### config.mk
export PLATFORM = sky130hd
export DESIGN_NAME = seq_arithmetic_unit
export DESIGN_NICKNAME = d
export VERILOG_FILES = /design/src/rtl/arith_pkg.sv /design/src/rtl/arith_step.sv /design/src/rtl/seq_arithmetic_unit.sv
export SDC_FILE = /design/constraint.sdc
export NUM_CORES = 1
export LEC_CHECK = 0
export ABC_AREA = 1
export CAP_MARGIN = 20
export CORE_MARGIN = 4
export CORE_UTILIZATION = 25
export CTS_CLUSTER_DIAMETER = 80
export DETAILED_ROUTE_END_ITERATION = 8
export PLACE_DENSITY = 0.53
export SLEW_MARGIN = 40
export SYNTH_ARGS = -nofsm -noshare
export SYNTH_HDL_FRONTEND = slang
export SYNTH_SLANG_ARGS = --single-unit
### constraint.sdc
create_clock -name clk -period 2.6 [get_ports clk]
set_input_delay 0.65 -clock clk [delete_from_list [all_inputs] [get_ports clk]]
set_output_delay 0.65 -clock clk [all_outputs]
set_load 0.005 [all_outputs]
### src/rtl/arith_pkg.sv
// Shared operation encodings and FSM state type for the sequential arithmetic unit.
package arith_pkg;

    localparam logic [1:0] OP_ADD = 2'b00;
    localparam logic [1:0] OP_SUB = 2'b01;
    localparam logic [1:0] OP_MUL = 2'b10;
    localparam logic [1:0] OP_DIV = 2'b11;

    typedef enum logic [1:0] {
        IDLE,
        CALC,
        DONE
    } state_t;

endpackage

### src/rtl/arith_step.sv
// One combinational iteration of the shared multiply (add-and-shift-right) or
// restoring divide (shift-left-compare-subtract) datapath on a 2*WIDTH accumulator.
module arith_step #(
    parameter int WIDTH = 16
) (
    input  logic                 i_div,
    input  logic [2*WIDTH-1:0]   i_acc,
    input  logic [WIDTH-1:0]     i_operand,
    output logic [2*WIDTH-1:0]   o_acc
);

    logic [WIDTH:0]   w_hi_sum;
    logic [WIDTH:0]   w_rem_sh;
    logic [WIDTH-1:0] w_rem_sub;

    always_comb begin
        w_hi_sum  = {1'b0, i_acc[2*WIDTH-1:WIDTH]} + (i_acc[0] ? {1'b0, i_operand} : '0);
        // Shifted remainder needs one extra bit; the difference always fits in WIDTH.
        w_rem_sh  = i_acc[2*WIDTH-1:WIDTH-1];
        w_rem_sub = w_rem_sh[WIDTH-1:0] - i_operand;
        if (i_div) begin
            if (w_rem_sh >= {1'b0, i_operand})
                o_acc = {w_rem_sub, i_acc[WIDTH-2:0], 1'b1};
            else
                o_acc = {w_rem_sh[WIDTH-1:0], i_acc[WIDTH-2:0], 1'b0};
        end else begin
            o_acc = {w_hi_sum, i_acc[WIDTH-1:1]};
        end
    end

endmodule

### src/rtl/seq_arithmetic_unit.sv
// Multi-cycle add/sub/mul/div unit with start/busy/done handshake.
// Optional macro SEQ_ARITH_REMAINDER_EN adds the registered 'rem' output.
module seq_arithmetic_unit
    import arith_pkg::*;
#(
    parameter int WIDTH = 16,
    parameter int CNT_W = $clog2(WIDTH) + 1
) (
    input  logic             clk,
    input  logic             rst_n,
    input  logic             start,
    input  logic [1:0]       sel,
    input  logic [WIDTH-1:0] ina,
    input  logic [WIDTH-1:0] inb,
    output logic             busy,
    output logic             done,
    output logic [WIDTH-1:0] result,
    output logic             over_under_flow
`ifdef SEQ_ARITH_REMAINDER_EN
    ,
    output logic [WIDTH-1:0] rem
`endif
);

    state_t             r_state;
    logic [1:0]         r_op;
    logic [WIDTH-1:0]   r_opa;
    logic [WIDTH-1:0]   r_opb;
    logic [2*WIDTH-1:0] r_acc;
    logic [CNT_W-1:0]   r_cnt;

    logic [2*WIDTH-1:0] w_step;
    logic [WIDTH:0]     w_sum;
    logic [WIDTH-1:0]   w_diff;
    logic               w_is_div;
    logic               w_sub_ovf;
    logic               w_div0;
    logic               w_last;
    logic               w_finish;
    logic [WIDTH-1:0]   w_res;
    logic               w_flag;

    assign w_is_div = (r_op == OP_DIV);

    // Multiplier and dividend both start in the low half, so operand B drives both ops.
    arith_step #(.WIDTH(WIDTH)) u_step (
        .i_div     (w_is_div),
        .i_acc     (r_acc),
        .i_operand (r_opb),
        .o_acc     (w_step)
    );

    always_comb begin
        w_sum     = {1'b0, r_opa} + {1'b0, r_opb};
        w_diff    = r_opa - r_opb;
        w_sub_ovf = (r_opa[WIDTH-1] ^ r_opb[WIDTH-1]) & (w_diff[WIDTH-1] ^ r_opa[WIDTH-1]);
        w_div0    = w_is_div && (r_opb == '0);
        w_last    = (r_cnt == CNT_W'(WIDTH - 1));
        w_res     = '0;
        w_flag    = 1'b0;
        case (r_op)
            OP_ADD: begin
                w_res  = w_sum[WIDTH-1:0];
                w_flag = w_sum[WIDTH];
            end
            OP_SUB: begin
                w_res  = w_diff;
                w_flag = w_sub_ovf;
            end
            OP_MUL: begin
                w_res  = w_step[WIDTH-1:0];
                w_flag = |w_step[2*WIDTH-1:WIDTH];
            end
            default: begin
                w_res  = w_div0 ? '0 : w_step[WIDTH-1:0];
                w_flag = w_div0;
            end
        endcase
        w_finish = (r_state == CALC) &&
                   ((r_op == OP_ADD) || (r_op == OP_SUB) || w_div0 || w_last);
    end

    always_ff @(posedge clk or negedge rst_n) begin
        if (!rst_n) begin
            r_state         <= IDLE;
            r_op            <= OP_ADD;
            r_opa           <= '0;
            r_opb           <= '0;
            r_acc           <= '0;
            r_cnt           <= '0;
            busy            <= 1'b0;
            done            <= 1'b0;
            result          <= '0;
            over_under_flow <= 1'b0;
        end else begin
            case (r_state)
                IDLE: begin
                    done <= 1'b0;
                    if (start) begin
                        r_op    <= sel;
                        r_opa   <= ina;
                        r_opb   <= inb;
                        r_acc   <= {{WIDTH{1'b0}}, ina};
                        r_cnt   <= '0;
                        busy    <= 1'b1;
                        r_state <= CALC;
                    end
                end
                CALC: begin
                    if (w_finish) begin
                        result          <= w_res;
                        over_under_flow <= w_flag;
                        busy            <= 1'b0;
                        done            <= 1'b1;
                        r_state         <= DONE;
                    end else begin
                        r_acc <= w_step;
                        r_cnt <= r_cnt + CNT_W'(1);
                    end
                end
                DONE: begin
                    done    <= 1'b0;
                    r_state <= IDLE;
                end
                default: r_state <= IDLE;
            endcase
        end
    end

`ifdef SEQ_ARITH_REMAINDER_EN
    logic [WIDTH-1:0] w_rem;

    always_comb begin
        w_rem = '0;
        if (w_is_div)
            w_rem = w_div0 ? r_opa : w_step[2*WIDTH-1:WIDTH];
    end

    always_ff @(posedge clk or negedge rst_n) begin
        if (!rst_n)
            rem <= '0;
        else if (w_finish)
            rem <= w_rem;
    end
`endif

endmodule
==> flow_summary.toml, run 1 <==
[outcome]
outcome = "completed"

[clock_tree]
cts_root_buffer = "clkbuf_16"
htree_levels = 3
clock_sinks = 92
cts_tree = "yes"
ctsHoldBuffers = 0
clock_path_buffers = 2
clkLatencyLatePin_ps = 370
cts_made_buffers = 9
cts.clk_slew.worst_paths_ps = 80

[yosys]
synth_area_leaders = "dfrtp_1 (28%), nand2_1 (16%), ha_1 (9.8%)"
synth-edff-count = 0
synth-seq-area-share_pct = 27.8
synthCells = 1254
synth_nets = 1360
ys_warn_count = 0
synth_flop_cell = "dfrtp_1"
ys_ff_latch = 92
synth_area_leader_cell = "dfrtp_1"
synth_area_um2 = 8280
synth_top_area_share_pct = 27.8
synthTopCellsByCount = "nand2_1 (352), inv_1 (170), o21ai_0 (110), nor2_1 (96), dfrtp_1 (92)"
avgSynthCellArea_um2 = 6.60
synth.distinct_cells = 50
yosysMostFrequentCell = "nand2_1"
synthArstFlopShare_pct = 100

[global_routing]
use_met3_pct = 1.54
first_global_vias = 8724
grt_overflow = 0
grt.met1_usage_pct = 24.6
antenna_found_initial = 0
grt.busiest_layer = "met2"
grt_use_met2_pct = 26.9
grt_pass1_wl_um = 48400
gr-usage-all-layers_pct = 16.9
grt_start_max_net_pins = 43

[pwr]
combinationalPowerShare_pct = 79.0
power_mw = 19.3
max-vdd-ir-drop_mv = 0.449
p_switching_mw = 9.65
netSwitchingFraction_pct = 50.0
p_seq_share_pct = 13.9
p_per_area_nw_per_um2 = 1640
p_leak_nw = 5.81
clockPowerShare_pct = 7.1
power.internal_mw = 9.64

[timing]
finalCritPeriodShare_pct = 98.5
fmax_mhz = 391
rsz0062_at_grt = "yes"
fin_ws_ps = 40.2
setup_viol = 0
finalHoldViolations = 0
slew_violations = 0
min_period_ps = 2560
max_slew_margin_pct = 50.1
fin_skew_ps = 12.3
worst_pin_slew_ps = 745

[flow_run]
cap_viol_max_count = 0

[floorplan]
pin_count = 56
die_x_um = 190
initial_core_util_pct = 25.4
die_area_um2 = 36100
die_h_um = 190
core_um2 = 32600
rows = 66

[placement]
pre_cts_slack_ps = -139
place_area_um2 = 10700
dp_hpwl_um = 24800
portBuffers = 55
gp_congestion = 0.921

[final_layout]
design_area_um2 = 11800
drive_above_1_share_pct = 25.2
synthToLayoutAreaGrowth_pct = 42.4
fillerInstances = 3464
n_antenna_cell = 0
final_nets = 1593
fin_util_pct = 36.1

[route]
ant_nets = 0
via_per_inst = 4.71
drt-initial-drc-count = 655
wl_per_cell_um = 16.2
vias = 9115
first_pass_iters = 5
drc = 0
wl_um = 31300

[worst_setup_path]
startpoint_type = "flop"
critPathMaxFanout = 8
reg2reg_slack_ps = 40
reg2reg_depth = 21
cp.required_ps = 2860
path_class = "reg -> reg"
end_kind = "flop"
arrival_ps = 2820

[worst_hold_path]
hold_path.class = "in -> async"
==> per-stage QoR <==
step / hold WS [ps] / TNS [ps] / cells
2_1_floorplan: 354 / 0 / 1254
3_3_place_gp: 458 / -144 / 1904
3_5_place_dp: 466 / -179 / 1904
4_1_cts: 241 / -29.0 / 1920
5_1_grt: 255 / -204 / 1934
6_report: 231 / 0 / 1934
==> logic make-up after synthesis <==
group | share of synthesized area [%]
adders and majority gates | 10.8
xor gates and xnor gates | 1.16
AOI/OAI and AO/OA | 17.4
and+or+nand+nor | 32.1
buffers and inverters | 10.8
DFF | 27.8
==> path summary, 6_finish.rpt <==
kind                                        from                           to
max                        r_opb[10]$_DFFE_PN0P_  over_under_flow$_DFFE_PN0P_
min                                        rst_n       r_state[1]$_DFFE_PN0P_
max reg2reg                r_opb[10]$_DFFE_PN0P_  over_under_flow$_DFFE_PN0P_
min reg2reg                     busy$_DFFE_PN0P_             busy$_DFFE_PN0P_
max in group asynchronous                  rst_n         r_acc[0]$_DFFE_PN0P_
min in group clk                busy$_DFFE_PN0P_             busy$_DFFE_PN0P_
==> layer usage <==
metal | vias up | routed length [um]
li1 | 4578 | -
met1 | 4287 | 15100
met2 | 214 | 14100
met3 | 36 | 1350
met4 | 0 | 709
met5 | - | 0
==> critical path, cell delays in order (launching register included) <==
cell	delay [ps]
dfrtp_1	390
inv_2	120
ha_4	220
nand2_1	70
nand2_1	70
nand2_1	60
nand2_1	60
nand2_1	80
nand2_2	70
nor2_4	310
buf_12	160
nand2_8	80
nand3_1	110
nand3_2	80
nor2_1	120
nand2_1	70
nor2_2	90
nand3_2	100
nand2_1	70
nand2_1	40
nand2_1	50
nand2_1	40
==> power by group through the flow <==
stage	clock (mW)	sequential, mW	combinational, mW
2_1_floorplan	0	2.56	7.49
5_1_grt	1.47	2.77	16.8
6_report	1.37	2.69	15.2
4_1_cts	1.41	2.62	13.7
3_5_place_dp	0	2.64	13.4
3_3_place_gp	0	2.63	13.3
==> cell type report <==
type | instances | area (um^2) | share of cell area, %
multi-input cells | 940 | 5750 | 48.8
repair buffers | 264 | 2210 | 18.8
clock inverters | 7 | 67.6 | 0.573
clock buffers | 9 | 225 | 1.91
flip-flops and latches | 92 | 2300 | 19.5
inverters | 180 | 679 | 5.76
well taps | 442 | 553 | 4.69
==> flip-flops by register name, summed over array words and instances, names as in the netlist <==
name	flops
busy	1
done	1
over_under_flow	1
r_acc	32
r_cnt	5
r_op	2
r_opa	16
r_opb	16
r_state	2
result	16
==> placed cells by master, fill, tap and decap left out, drive strengths merged, types with 2 or more instances in the layout <==
cell type / n
a21boi: 9
a21oi: 73
a22o: 11
a311oi: 3
a31oi: 10
a41oi: 2
and2: 3
buf: 210
clkbuf: 9
clkdlybuf4s50: 54
clkinv: 4
clkinvlp: 2
dfrtp: 92
fa: 4
ha: 65
inv: 181
nand2: 361
nand3: 90
nand3b: 4
nand4: 26
nor2: 102
nor3: 11
nor4: 3
o2111ai: 3
o211ai: 5
o21a: 4
o21ai: 114
o21bai: 4
o221ai: 2
o22ai: 6
o31ai: 2
or2: 8
xnor2: 4
xor2: 7
==> timing repair <==
item	CTS	global route
buffers inserted	0	13
gates resized for setup	22	115
endpoints found under the setup margin	6	16
cloned	0	1
pin swaps	0	23
Note: power is estimated with default switching activity, not from simulation.
==> run 2, diff against run 1 <==
--- a/config.mk
+++ b/config.mk
@@ -8,10 +8,11 @@
 export ABC_AREA = 1
 export CAP_MARGIN = 20
 export CORE_MARGIN = 4
-export CORE_UTILIZATION = 25
+export CORE_UTILIZATION = 55
 export CTS_CLUSTER_DIAMETER = 80
 export DETAILED_ROUTE_END_ITERATION = 8
-export PLACE_DENSITY = 0.53
+export DONT_BUFFER_PORTS = 1
+export PLACE_DENSITY = 0.84
 export SLEW_MARGIN = 40
 export SYNTH_ARGS = -nofsm -noshare
 export SYNTH_HDL_FRONTEND = slang
==> flow_summary.toml, run 2 (same netlist as run 1, synthesis figures left out) <==
[outcome]
outcome = "finished, violations left"
violations = "hold timing, setup timing"

[floorplan]
die_x_um = 131
rows = 44
core_um2 = 14600
die_h_um = 131
initial_core_util_pct = 56.5
die_area_um2 = 17100
pin_count = 56

[final_layout]
mostFrequentLayoutCells = "nand2_1 (327), inv_1 (159), buf_4 (140)"
drive_above_1_share_pct = 23.7
synthToLayoutAreaGrowth_pct = 27.1
largest_reg_flops = 32
n_antenna_cell = 0
fillerInstances = 1157
final_nets = 1477
final_common_cell = "nand2_1"
top_register = "r_acc"
design_area_um2 = 10500

[timing]
setup_viol = 1
finalHoldViolations = 25
worst_pin_slew_ps = 581
slew_violations = 0
fmax_mhz = 372
max_slew_margin_pct = 61.2
fin_skew_ps = 12.2
fin_ws_ps = -90.4
finalCritPeriodShare_pct = 103
min_period_ps = 2690
worst_hold_slack_ps = -16.5
finalSetupTns_ps = -90.4
rsz0062_at_grt = "yes"

[worst_setup_path]
reg2reg_slack_ps = -90
cp.required_ps = 2840
reg2reg_depth = 20
crit_family = "simple AND/OR/NAND/NOR gates"
path_class = "reg -> reg"
startpoint_type = "flop"
path_cells = "inv_2 > ha_4 > nand2_2 > nand2_2 > nand2_2 > nand2_2 > nand2_4 > nand2_4 > nor2_4 > nand2_8 > nand3_2 > nand3b_1 > nor2_2 > nand2_2 > nor2_2 > nand3_1 > nand2_1 > nand2_1 > nand2_1 > nand2_1"
arrival_ps = 2930
cpMostUsedCell = "nand2_2"
cpPeakStageDelay_ps = 410
end_kind = "flop"
reg2reg_to = "over_under_flow$_DFFE_PN0P_"
cp_slowest_cell = "dfrtp_1"
critPathMaxFanout = 8
path_buf_inv = 1
rr_startpoint = "r_opb[10]$_DFFE_PN0P_"

[placement]
portBuffers = 0
dp_hpwl_um = 21800
pre_cts_slack_ps = -168
gp_congestion = 1.05
place_area_um2 = 9170

[global_routing]
gr-usage-all-layers_pct = 33.4
grt_overflow = 0
first_global_vias = 8239
grt_pass1_wl_um = 44400
grt_start_max_net_pins = 93
antenna_found_initial = 0

[clock_tree]
cts_made_buffers = 9
cts_root_buffer = "clkbuf_16"
clock_sinks = 92
cts_tree = "yes"
clock_path_buffers = 2
htree_levels = 3
clkLatencyLatePin_ps = 350
cts.clk_slew.worst_paths_ps = 70

[route]
wl_per_cell_um = 18.8
ant_nets = 0
first_pass_iters = 6
vias = 9300
via_per_inst = 5.96
wl_um = 29300
drt-initial-drc-count = 1261
drc = 0

[worst_hold_path]
hold_path.class = "in -> async"

[flow_run]
cap_viol_max_count = 0
==> run 2: worst max path at each step <==
stage / startpoint / end / slack (ps) / cells after the start
floorplan: r_acc[0]$_DFFE_PN0P_ / over_under_flow$_DFFE_PN0P_ / 9 / 23
global placement: r_opb[2]$_DFFE_PN0P_ / over_under_flow$_DFFE_PN0P_ / -110 / 19
detailed placement: r_opb[2]$_DFFE_PN0P_ / over_under_flow$_DFFE_PN0P_ / -170 / 19
CTS: r_opb[12]$_DFFE_PN0P_ / over_under_flow$_DFFE_PN0P_ / -20 / 18
global route: r_opb[10]$_DFFE_PN0P_ / over_under_flow$_DFFE_PN0P_ / -250 / 20
finish: r_opb[10]$_DFFE_PN0P_ / over_under_flow$_DFFE_PN0P_ / -90 / 20
==> run 2: final cells by class <==
type	count	area (um^2)	share of cell area, %
sequential	92	2310	21.9
clock inverter	6	71.3	0.678
multi-input combinational	940	5790	55.0
timing repair buffer	148	1200	11.4
clock buffer	10	239	2.27
tap	184	230	2.19
inverter	180	679	6.46
==> run 2: metrics by stage <==
step,cells,util (%)
after detailed placement,1505,62.6
after floorplan,1254,-
after global routing,1560,71.8
after CTS,1522,65.8
after global placement,1505,62.6
final,1560,71.8
==> run 2: per-layer routing <==
layer  track usage, %  up-vias  routed length, um
met5                0        -                  0
met4             11.6        0               1140
met3             5.81       97               2690
met2             49.8      543              12800
met1             49.0     4309              12700
li1                 -     4351                  -
==> run 2: repair_timing <==
action,in CTS,in global routing
gates cloned,0,2
hold endpoints to repair,92,92
setup endpoints to repair,8,15
pin swaps,0,45
gates resized for setup,25,127
buffers inserted,1,36
Power of run 2 is not shown: default switching activity piles up to over one toggle a cycle in this logic, so the estimate is an artifact.
==> run 3, diff against run 2 <==
--- a/config.mk
+++ b/config.mk
@@ -12,7 +12,7 @@
 export CTS_CLUSTER_DIAMETER = 80
 export DETAILED_ROUTE_END_ITERATION = 8
 export DONT_BUFFER_PORTS = 1
-export PLACE_DENSITY = 0.84
+export PLACE_DENSITY_LB_ADDON = 0.25
 export SLEW_MARGIN = 40
 export SYNTH_ARGS = -nofsm -noshare
 export SYNTH_HDL_FRONTEND = slang
==> flow_summary.toml, run 3 (same netlist as run 1, synthesis figures left out) <==
[worst_setup_path]
rr_startpoint = "r_opb[3]$_DFFE_PN0P_"
end_kind = "flop"
cp_slowest_cell = "dfrtp_2"
path_cells = "inv_2 > ha_4 > nand2_2 > inv_1 > nand2_1 > nand2_1 > nand2_1 > nand3_2 > nand2_4 > nand2_8 > buf_6 > nand3_1 > nand3_2 > nor2_2 > nand2_1 > nor2_1 > nand3_1 > nand2_1 > nand2_1 > nand2_1 > nand2_1"
cpMostUsedCell = "nand2_1"
cpPeakStageDelay_ps = 450
reg2reg_to = "over_under_flow$_DFFE_PN0P_"
path_class = "reg -> reg"
reg2reg_depth = 21
arrival_ps = 2900
startpoint_type = "flop"
cp.required_ps = 2850
cp-startpoint = "r_opb[3]$_DFFE_PN0P_"
reg2reg_slack_ps = -50
critPathMaxFanout = 8

[clock_tree]
cts.clk_slew.worst_paths_ps = 80
clock_path_buffers = 2
cts_root_buffer = "clkbuf_16"
clock_sinks = 92
clkLatencyLatePin_ps = 360
htree_levels = 3
cts_made_buffers = 9
cts_tree = "yes"

[route]
vias = 9284
first_pass_iters = 6
drc = 0
wl_um = 30000
drt-initial-drc-count = 1130
via_per_inst = 5.89
wl_per_cell_um = 19.1
ant_nets = 0

[flow_run]
cap_viol_max_count = 0

[timing]
finalHoldViolations = 92
fin_ws_ps = -46.5
rsz0062_at_grt = "yes"
worst_hold_slack_ps = -21.7
worst_pin_slew_ps = 600
finalCritPeriodShare_pct = 102
fin_skew_ps = 9.44
max_slew_margin_pct = 59.8
slew_violations = 0
fmax_mhz = 378
setup_viol = 1
min_period_ps = 2650

[global_routing]
grt_start_max_net_pins = 93
grt_overflow = 0
gr-usage-all-layers_pct = 34.1
grt_pass1_wl_um = 45200
first_global_vias = 8507
antenna_found_initial = 0

[final_layout]
drive_above_1_share_pct = 27.0
n_antenna_cell = 0
fin_util_pct = 73.2
final_common_cell = "nand2_1"
mostFrequentLayoutCells = "nand2_1 (319), buf_4 (152), inv_1 (149)"
top_register = "r_acc"
largest_reg_flops = 32
final_nets = 1492
synthToLayoutAreaGrowth_pct = 29.4

[floorplan]
rows = 44
die_area_um2 = 17100
pin_count = 56
core_um2 = 14600
die_h_um = 131
die_x_um = 131
initial_core_util_pct = 56.5

[placement]
portBuffers = 0
pre_cts_slack_ps = -183
dp_hpwl_um = 22300
gp_congestion = 0.997

[outcome]
violations = "hold timing, setup timing"
outcome = "finished, violations left"

[worst_hold_path]
hold_path.class = "in -> async"
-- run 3: critical path: cells and delay by family (launching register included) --
family                   cells  cell delay (ps)
AND/OR/NAND/NOR             17             1480
flip-flops                   1              450
buffers and inverters        3              370
adder cells (fa/ha/maj)      1              240
-- run 3: final cells by class --
type,count,area [um^2]
well taps,184,230
repair buffers,164,1350
fillers,1201,3930
clock inverters,7,76.3
flip-flops and latches,92,2320
multi-input cells,939,5840
clock buffers,9,225
inverters,180,676
-- run 3: worst max path at each step --
stage	slack, ps	depth (start not counted)	to
2_1_floorplan	9	23	over_under_flow$_DFFE_PN0P_
3_3_place_gp	-130	16	result[14]$_DFFE_PN0P_
3_5_place_dp	-180	16	result[14]$_DFFE_PN0P_
4_1_cts	-30	16	result[14]$_DFFE_PN0P_
5_1_grt	-190	21	over_under_flow$_DFFE_PN0P_
6_report	-50	21	over_under_flow$_DFFE_PN0P_
-- run 3: metrics by stage --
| step | setup TNS, ps | cells | area (um^2) |
|---|---|---|---|
| floorplan | 0 | 1254 | 8280 |
| detailed placement | -460 | 1532 | 9370 |
| finish | -46.5 | 1575 | 10700 |
| CTS | -54.5 | 1551 | 9760 |
| global placement | -279 | 1532 | 9370 |
| global route | -330 | 1575 | 10700 |
-- run 3: timing repair --
action                                  4_1_cts  5_1_grt
gates cloned                                  0        1
setup buffers                                 3       23
pin swaps                                     0       49
gates resized for setup                      12      178
endpoints found under the setup margin        7       20
hold endpoints to repair                     92       92
-- run 3: layer usage --
metal / global-route usage (%) / vias to the layer above / wire length (um)
li1: - / 4380 / -
met1: 50.8 / 4344 / 13200
met2: 51.7 / 490 / 13300
met3: 5.49 / 70 / 2720
met4: 8.77 / 0 / 894
met5: 0 / - / 0
Power of run 3 is left out for the same reason.
